[src/rtl/priority_encoder_seq.sv]
// Sequential priority encoder: accepts a request vector, then emits the index of
// each set bit one per handshake, lowest-first or highest-first.
module priority_encoder_seq #(
    parameter int WIDTH     = 16,
    parameter int IDX_W     = $clog2(WIDTH),
    parameter bit MSB_FIRST = 1'b0
) (
    input  logic               clk,
    input  logic               rst_n,
    input  logic [WIDTH-1:0]   in_data,
    input  logic               in_valid,
    output logic               in_ready,
    output logic [IDX_W-1:0]   out_idx,
    output logic               out_valid,
    input  logic               out_ready,
    output logic               out_last,
    output logic [IDX_W:0]     hit_count,
    output logic               zero_flag,
    output logic               busy
);

    localparam logic STATE_IDLE = 1'b0;
    localparam logic STATE_EMIT = 1'b1;

    logic             state;
    logic [WIDTH-1:0] pending;
    logic [IDX_W:0]   hit_cnt_r;
    logic             zero_r;
    logic [IDX_W-1:0] emit_idx;
    logic [WIDTH-1:0] emit_mask;
    logic             single_bit;
    logic             emitting;

    // Later matches overwrite earlier ones, so scan direction picks the winner.
    function automatic logic [IDX_W-1:0] pick_idx(input logic [WIDTH-1:0] v);
        logic [IDX_W-1:0] r;
        r = '0;
        if (MSB_FIRST) begin
            for (int i = 0; i < WIDTH; i++)
                if (v[i]) r = IDX_W'(i);
        end else begin
            for (int i = WIDTH - 1; i >= 0; i--)
                if (v[i]) r = IDX_W'(i);
        end
        return r;
    endfunction

    function automatic logic [IDX_W:0] popcount(input logic [WIDTH-1:0] v);
        logic [IDX_W:0] c;
        c = '0;
        for (int i = 0; i < WIDTH; i++)
            c = c + (IDX_W+1)'(v[i]);
        return c;
    endfunction

    assign emitting   = (state == STATE_EMIT);
    assign emit_idx   = pick_idx(pending);
    assign emit_mask  = WIDTH'(1) << emit_idx;
    // pending is never zero while emitting, so "clearing lowest bit leaves zero" means one bit left.
    assign single_bit = ((pending & (pending - WIDTH'(1))) == '0);

    always_ff @(posedge clk or negedge rst_n) begin
        if (!rst_n) begin
            state     <= STATE_IDLE;
            pending   <= '0;
            hit_cnt_r <= '0;
            zero_r    <= 1'b0;
        end else begin
            zero_r <= 1'b0;
            case (state)
                STATE_IDLE: begin
                    if (in_valid) begin
                        pending   <= in_data;
                        hit_cnt_r <= popcount(in_data);
                        if (in_data == '0) zero_r <= 1'b1;
                        else               state  <= STATE_EMIT;
                    end
                end
                default: begin
                    if (out_ready) begin
                        pending <= pending & ~emit_mask;
                        if (single_bit) state <= STATE_IDLE;
                    end
                end
            endcase
        end
    end

    assign in_ready  = !emitting;
    assign busy      = emitting;
    assign out_valid = emitting;
    assign out_idx   = emitting ? emit_idx : '0;
    assign out_last  = emitting && single_bit;
    assign hit_count = hit_cnt_r;
    assign zero_flag = zero_r;

endmodule

[config.mk]
export PLATFORM = sky130hd
export DESIGN_NAME = priority_encoder_seq
export DESIGN_NICKNAME = d
export VERILOG_FILES = /design/src/rtl/priority_encoder_seq.sv
export SDC_FILE = /design/constraint.sdc
export NUM_CORES = 1
export LEC_CHECK = 0
export CAP_MARGIN = 0
export CELL_PAD_IN_SITES_DETAIL_PLACEMENT = 2
export CELL_PAD_IN_SITES_GLOBAL_PLACEMENT = 2
export CORE_UTILIZATION = 30
export CTS_BUF_LIST = sky130_fd_sc_hd__clkbuf_8
export DETAILED_ROUTE_END_ITERATION = 8
export PLACE_DENSITY_LB_ADDON = 0.3
export SLEW_MARGIN = 20
export SYNTH_ARGS = -nofsm -noshare
export SYNTH_HDL_FRONTEND = slang
export SYNTH_SLANG_ARGS = --single-unit
[constraint.sdc]
create_clock -name clk -period 2.7 [get_ports clk]
set_input_delay 0.81 -clock clk [delete_from_list [all_inputs] [get_ports clk]]
set_output_delay 0.81 -clock clk [all_outputs]
set_load 0.1 [all_outputs]
; Word level (Yosys, flattened, before mapping)
; Index checks and enable logic that the tools add are counted.
[classes]
bitwise = 4
mux = 28
n_shift = 1
n_reduce_logical = 7
eq_ne = 1
addsub = 16
[op_table]
columns = op, count
row1 = 4-bit 2-to-1 mux, 17
row2 = 5-bit by 1-bit adder with 5-bit output, 11
row3 = 16-bit 2-to-1 mux, 3
row4 = 16-bit AND, 2
row5 = 16-bit logical NOT, 2
row6 = 16-bit NOT, 1
row7 = 1-bit by 4-bit left shift with 16-bit output (first input constant), 1
row8 = 16-bit by 1-bit subtractor with 16-bit output (second input constant), 1
row9 = 1-bit 2-to-1 mux, 8
row10 = 4-bit by 1-bit adder with 5-bit output, 1
row11 = 3-bit by 1-bit adder with 4-bit output, 1
row12 = 2-bit AND reduction, 2
row13 = 2-bit by 1-bit adder with 3-bit output, 1
row14 = 1-bit by 1-bit adder with 2-bit output, 1
row15 = 2-bit inequality test (second input constant), 1
row16 = 2-bit nonzero test, 1
row17 = 1-bit logical AND, 1
row18 = 1-bit logical NOT, 1
row19 = 1-bit NOT, 1
[word_totals]
output_inout_bits = 14
in_bits = 20
wordCells = 61
ff_bits = 23

; Logic depth before layout (Yosys ltp)
; Gate-level depths: netlist of run 1.
[logic_depth]
word_depth = 21
ltp_mapped = 12

; Worst setup path before layout of run 1
; OpenSTA, ideal clock, no wires.
[synth_timing]
kind = flip-flop to output port
startpoint = register state (netlist: busy)
endpoint = output out_idx[2]
path_slack_ns = -2.041
arrival_ns = 3.931
stages_incl_launch_ff = 4
cell_sequence = dfrtp_1 > buf_6 > inv_1 > a211oi_1
[synth_via]
elab_chain_cells = 1
[synth_rtl]
columns = element, line
row1 = "start, declared", 25  ; logic state;
row2 = "start signal, assigned", 64  ; state <= STATE_IDLE;
row3 = "start signal, assigned", 76  ; else state <= STATE_EMIT;
row4 = "start signal, assigned", 82  ; if (single_bit) state <= STATE_IDLE;
row5 = 4-bit 2-to-1 mux, 92  ; assign out_idx = emitting ? emit_idx : '0;
row6 = "end, declared", 13  ; output logic [IDX_W-1:0] out_idx,
; Every way passes these cells.

; Final worst setup path of run 1
[layout_timing]
startpoint = input in_data[11]
endpoint = register hit_cnt_r[4] (netlist: hit_count[4])
[layout_via]
elab_chain_cells = 5
[layout_rtl]
columns = element, line
row1 = "start, declared", 10  ; input logic [WIDTH-1:0] in_data,
row2 = 5-bit by 1-bit adder with 5-bit output (5 in series), 52  ; c = c + (IDX_W+1)'(v[i]);
row3 = "end signal, assigned", 74  ; hit_cnt_r <= popcount(in_data);
row4 = "end, declared", 27  ; logic [IDX_W:0] hit_cnt_r;
; Every way passes these cells.
; A chain may end at the register's enable or synchronous reset.

==> results of run 1 <==
## critical path, delay by kind of cell
family	cells	cell delay (ns)
buffers and inverters	4	0.29
adder cells (fa/ha/maj)	6	2.50
AND/OR/NAND/NOR	1	0.12
AO/OA/AOI/OAI	2	0.20
## registers in the layout, indices dropped and copies added (netlist names)
name       count
hit_count      5
zero_flag      1
pending       16
busy           1
## path summary, 6_finish.rpt
kind,start,slack (ns),to
max in group asynchronous,rst_n,1.52,busy
max reg2reg,pending[3],0.29,busy
min in group asynchronous,rst_n,0.89,pending[7]
max,in_data[11],-0.99,hit_count[4]
min reg2reg,hit_count[4],0.52,hit_count[4]
min,hit_count[4],0.52,hit_count[4]
## power by group through the flow
| stage | clock network [W] | logic (W) | registers, W |
|---|---|---|---|
| 6_report | 0.000249 | 0.00395 | 0.000545 |
| 5_1_grt | 0.000257 | 0.00413 | 0.000554 |
| 4_1_cts | 0.000236 | 0.00354 | 0.000529 |
| 3_5_place_dp | 0 | 0.00315 | 0.000533 |
| 3_3_place_gp | 0 | 0.00306 | 0.000521 |
| 2_1_floorplan | 0 | 0.00182 | 0.000767 |
## repair_timing
item | 4_1_cts | 5_1_grt
setup endpoints to repair | 10 | 10
pin swaps | 26 | 24
gates resized for setup | 69 | 30
setup buffers | 11 | 13
cloned | 0 | 0
## cell usage in the layout (no fill, tap or decap), drive strengths merged, types with 3 or more instances in the layout
cell type      count
mux2i              7
nor3               6
nor2              20
inv               23
nand2             12
buf               94
fa                10
a211oi             5
a32oi              3
a21oi             14
clkbuf             4
ha                 6
o21ai             17
nand2b             5
clkdlybuf4s50     10
nor4               7
dfrtp             23
a31oi              5
## logic make-up after synthesis
| family | Yosys count | synth area share (%) |
|---|---|---|
| compound gates | 64 | 22.09 |
| mux | 9 | 4.684 |
| flops | 23 | 29.11 |
| buf+inv | 41 | 11.90 |
| simple gates | 65 | 16.90 |
| fa+ha+maj | 17 | 14.43 |
| xor+xnor | 2 | 0.8862 |
## cell type report
| class | instances | area (sq um) | area share [%] |
|---|---|---|---|
| clock buffers | 3 | 41.29 | 1.293 |
| multi-input cells | 157 | 1418 | 44.40 |
| flip-flops and latches | 23 | 581.8 | 18.22 |
| clock inverters | 1 | 7.507 | 0.2351 |
| inverters | 24 | 93.84 | 2.939 |
| well taps | 77 | 96.34 | 3.017 |
| repair buffers | 105 | 954.7 | 29.90 |
## metrics by stage
step,setup WS [ns],hold WS (ns),area (sq um)
2_1_floorplan,-0.9496,0.5144,2059
3_3_place_gp,-1.540,0.4691,2779
3_5_place_dp,-1.652,0.4880,2779
4_1_cts,-1.029,0.5161,3012
5_1_grt,-1.158,0.5720,3193
6_report,-0.9857,0.5169,3193
## routing by layer
metal	wire [microns]	share of wire, %
met2	5261	52
met4	329	3.3
met5	0	0
met1	4145	41
met3	340	3.4
==> impl_metrics.py, run 1 <==
metrics = {
    "grt": {
        "globalRoute.busiestLayer": "met2",
        "grt_overflow": 0,
        "use_met3_pct": 3.181,
        "grt_first_pass_wirelength_microns": 13740,
        "grt_pass1_vias": 2418,
        "grt.total_usage_pct": 25.96,
        "use_met1_pct": 31.62,
        "grt_max_degree": 24,
        "use_met2_pct": 46.35,
        "antenna_found_initial": 0,
    },
    "drt": {
        "drt_iter0_drc": 125,
        "ant_nets": 0,
        "drc": 0,
        "routedWlPerCell_microns": 25.84,
        "drt-vias-per-instance": 5.618,
        "vias": 2191,
        "routed_wl_microns": 10080,
        "dr.pass1.iters": 4,
    },
    "worst_setup_path": {
        "slowest_delay_ns": 0.56,
        "worstSetupStartpointType": "primary input",
        "cp.required_ns": 2.93,
        "rr_worst_depth": 9,
        "critPathKind": "primary input to flop",
        "cp-end-kind": "flop",
        "cp_slowest_cell": "fa_1",
        "cp_common_cell": "fa_1",
        "cp_max_fo": 2,
        "crit_path_cell_trace": "buf_6, fa_1, fa_1, inv_2, fa_1, fa_1, inv_2, ha_4, inv_2, fa_2, nor2b_1, o21ai_1, o21ai_1",
        "cp.arrival_ns": 3.92,
    },
    "clock_network": {
        "cts.path.max_buffers": 2,
        "cts_sinks": 23,
        "cts_hold_buf": 0,
        "cts_tree": "yes",
        "cts_root_buffer": "clkbuf_8",
        "clk_latency_ns": 0.29,
        "h-tree-depth": 1,
        "path_clk_slew_ns": 0.11,
        "cts_buffers": 3,
    },
    "synth": {
        "yosys-top-cells-count": "inv_1, dfrtp_1, nor2_1",
        "ys_warn_count": 0,
        "netlist_area_sq_um": 1977,
        "yosysTopAreaCellShare_pct": 29.11,
        "synth_flop_cell": "dfrtp_1",
        "ys_ff_latch": 23,
        "yosysMostFrequentCell": "inv_1",
        "ys_seq_area_share_pct": 29.11,
        "synthTopCellsByArea": "dfrtp_1, fa_1, buf_6",
        "mappedNetlistNets": 257,
        "synth_edf_count": 0,
        "syn_area_per_cell_sq_um": 8.945,
        "syn_inst": 221,
        "synth.largest_area_cell": "dfrtp_1",
        "async_flop_share_pct": 100.0,
        "yosysUniqueCellTypes": 52,
    },
    "timing": {
        "report.final.slew_viol_count": 0,
        "worst_slack_ns": -0.9857,
        "rsz0062_at_grt": "true",
        "finalSetupTns_ns": -5.921,
        "post-route-min-period_ns": 3.686,
        "fmax_mhz": 271.3,
        "maxSlewHeadroom_pct": 53.84,
        "setup_viol": 10,
        "min_period_over_period_pct": 136.5,
        "worst_slew_pin_slew_ns": 0.6882,
        "hold_violations": 0,
        "fin_skew_ns": 0.01974,
    },
    "layout": {
        "fin_nets": 350,
        "antennaDiodeCount": 0,
        "stdcell_count": 390,
        "final_util_pct": 50.29,
        "nFillCells": 664,
        "layout-drive-gt1-share_pct": 47.60,
        "syn_to_final_growth_pct": 61.52,
    },
    "power_and_ir_drop": {
        "p_int_w": 0.002169,
        "ir_worst_vdd_mv": 0.8602,
        "p_per_area_nw_per_um2": 1484,
        "seqPwrFrac_pct": 11.5,
        "p_leak_nw": 1.475,
        "p_sw_share_pct": 54.25,
        "p_total_w": 0.004740,
        "p_switching_w": 0.002571,
        "clockPowerShare_pct": 5.2,
        "p_comb_share_pct": 83.3,
    },
    "die": {
        "coreArea_sq_um": 6350,
        "fp.dieW_microns": 83.18,
        "pin_count": 34,
        "start_util_pct": 31.13,
        "fp.dieH_microns": 83.18,
        "die_area_sq_um": 6918,
        "rows": 29,
    },
    "worst_hold_path": {
        "holdPathStages": 2,
        "hold_path.class": "flop to flop",
    },
    "status": {
        "status": "finished with violations",
        "failed_checks": "setup timing",
    },
    "place": {
        "dp_hpwl_microns": 6027,
        "place.gp.congestion": 0.8142,
        "io_buffers": 33,
        "dpl.cell_count": 367,
    },
    "job": {
        "drv_cap": 0,
    },
}
Note: power is estimated with default switching activity, not from simulation.
==> run 2, diff against run 1 <==
--- a/config.mk
+++ b/config.mk
@@ -12,6 +12,7 @@
 export CTS_BUF_LIST = sky130_fd_sc_hd__clkbuf_8
 export DETAILED_ROUTE_END_ITERATION = 8
 export PLACE_DENSITY_LB_ADDON = 0.3
+export RECOVER_POWER = 100
 export SLEW_MARGIN = 20
 export SYNTH_ARGS = -nofsm -noshare
 export SYNTH_HDL_FRONTEND = slang
==> run 2 against run 1 <==
The run still ends with setup timing left. Cell count did not move. Combinational power down 3%. Global-route usage is the same. Critical path depth unchanged. Clock power hardly changed. Non-clock buffer count is the same. Hold slack worse by 0.0051 ns. Critical endpoint unchanged. Critical path type unchanged. Largest power group unchanged. Total power decreased by 2.2%. Setup slack worse by 0.0096 ns. Largest cell class unchanged. Sequential cell count did not move.
==> impl_metrics.py, run 2 (synthesis gave the netlist of run 1 again) <==
metrics = {
    "status": {
        "status": "finished with violations",
        "failed_checks": "setup timing",
    },
    "layout": {
        "final_util_pct": 48.81,
        "layout-drive-gt1-share_pct": 43.45,
        "layout_commonest_cell": "buf_4",
        "final-seq-area_sq_um": 581.8,
        "antennaDiodeCount": 0,
        "mostFrequentLayoutCells": "buf_4, dfrtp_1, nor2_1",
        "multi_input_area_sq_um": 1383,
        "largest_reg_flops": 16,
        "largest_register": "pending",
        "syn_to_final_growth_pct": 56.77,
        "fin_nets": 350,
        "stdcell_count": 390,
        "nFillCells": 681,
    },
    "power_and_ir_drop": {
        "seqPwrFrac_pct": 11.7,
        "p_sw_share_pct": 54.77,
        "p_switching_w": 0.002539,
        "p_per_area_nw_per_um2": 1496,
        "p_int_w": 0.002097,
        "p_total_w": 0.004636,
        "p_comb_share_pct": 83.0,
        "clockPowerShare_pct": 5.3,
        "p_leak_nw": 1.425,
        "ir_worst_vdd_mv": 0.8418,
    },
    "clock_network": {
        "cts_buffers": 3,
        "path_clk_slew_ns": 0.11,
        "cts.path.max_buffers": 2,
        "cts_sinks": 23,
        "cts_tree": "yes",
        "clk_latency_ns": 0.29,
        "h-tree-depth": 1,
        "cts_root_buffer": "clkbuf_8",
    },
    "drt": {
        "routed_wl_microns": 10050,
        "drc": 0,
        "drt-vias-per-instance": 5.646,
        "drt_iter0_drc": 96,
        "vias": 2202,
        "dr.pass1.iters": 4,
        "ant_nets": 0,
        "routedWlPerCell_microns": 25.76,
    },
    "timing": {
        "fin_skew_ns": 0.01633,
        "worst_slew_pin_slew_ns": 1.486,
        "report.final.slew_viol_count": 0,
        "min_period_over_period_pct": 136.9,
        "hold_violations": 0,
        "worst_slack_ns": -0.9953,
        "setup_viol": 10,
        "fmax_mhz": 270.6,
        "finalSetupTns_ns": -6.501,
        "rsz0062_at_grt": "true",
        "post-route-min-period_ns": 3.695,
        "maxSlewHeadroom_pct": 0.9356,
    },
    "grt": {
        "use_met3_pct": 3.181,
        "antenna_found_initial": 0,
        "grt_first_pass_wirelength_microns": 13740,
        "use_met2_pct": 46.35,
        "grt_max_degree": 24,
        "grt_overflow": 0,
        "grt.total_usage_pct": 25.96,
        "globalRoute.busiestLayer": "met2",
        "use_met1_pct": 31.62,
        "grt_pass1_vias": 2418,
    },
    "worst_setup_path": {
        "cp.required_ns": 2.93,
        "cp_max_fo": 2,
        "worstSetupStartpointType": "primary input",
        "cp-end-kind": "flop",
        "critPathKind": "primary input to flop",
        "cp.arrival_ns": 3.92,
    },
    "place": {
        "io_buffers": 33,
        "place.gp.congestion": 0.8142,
        "dp_hpwl_microns": 6027,
        "dpl.cell_count": 367,
    },
    "die": {
        "start_util_pct": 31.13,
        "die_area_sq_um": 6918,
        "fp.dieH_microns": 83.18,
        "rows": 29,
        "fp.dieW_microns": 83.18,
        "pin_count": 34,
        "coreArea_sq_um": 6350,
    },
    "worst_hold_path": {
        "hold_path.class": "flop to flop",
    },
    "job": {
        "drv_cap": 0,
    },
}
[run 2: cell types whose count changed in the layout (fill, tap and decap cells not counted), moves of 2 or more]
cell	before	now
clkdlybuf4s50_1	10	8
dlygate4sd3_1	0	2
clkbuf_1	0	11
clkbuf_2	1	4
buf_4	68	55
buf_6	15	13
[run 2: final cells by class]
class | instances | share of cell area [%]
Clock buffer | 3 | 1.332
Clock inverter | 1 | 0.2422
Inverter | 24 | 2.947
Multi-Input combinational cell | 157 | 44.61
Sequential cell | 23 | 18.77
Tap cell | 77 | 3.109
Timing Repair Buffer | 105 | 28.99
[run 2: power by group through the flow]
| stage | logic, W | clock network, W | registers [W] |
|---|---|---|---|
| 2_1_floorplan | 0.00182 | 0 | 0.000767 |
| 3_3_place_gp | 0.00306 | 0 | 0.000521 |
| 3_5_place_dp | 0.00315 | 0 | 0.000533 |
| 4_1_cts | 0.00354 | 0.000236 | 0.000529 |
| 5_1_grt | 0.00403 | 0.000257 | 0.000551 |
| 6_report | 0.00385 | 0.000246 | 0.000542 |
[run 2: repair_timing]
item,in CTS,in global routing
hold buffers,0,0
endpoints found under the setup margin,10,10
setup buffers,11,13
pin swaps,26,24
resized for setup,69,30
[run 2: worst max-delay path, cell delays in order]
cell     delay [ns]
buf_6          0.10
fa_1           0.50
fa_1           0.56
inv_2          0.07
fa_1           0.52
fa_1           0.43
inv_2          0.08
ha_4           0.14
inv_2          0.04
fa_2           0.35
nor2b_1        0.12
o21ai_1        0.07
o21ai_1        0.13
[run 2: stage by stage]
step	setup WS (ns)	area [sq um]	hold WS [ns]
floorplan	-0.9496	2059	0.5144
global placement	-1.540	2779	0.4691
detailed placement	-1.652	2779	0.4880
CTS	-1.029	3012	0.5161
global route	-1.158	3099	0.5572
finish	-0.9953	3099	0.5118
[run 2: layer usage]
metal  wire length, microns  up-vias  part of all wire (%)
met5                      0        -                     0
met4                    340        0                   3.4
met3                    178       22                   1.8
met2                   5265       45                    52
met1                   4260     1163                    42
li1                       -      972                     -
[run 2: final timing paths]
check	cells after the start	to	slack (ns)	start
max in group asynchronous	2	busy	0.25	rst_n
min	2	hit_count[4]	0.51	hit_count[4]
min in group asynchronous	2	pending[5]	1.41	rst_n
max	13	hit_count[4]	-1.0	in_data[11]
max reg2reg	9	pending[4]	0.04	pending[5]
min reg2reg	2	hit_count[4]	0.51	hit_count[4]
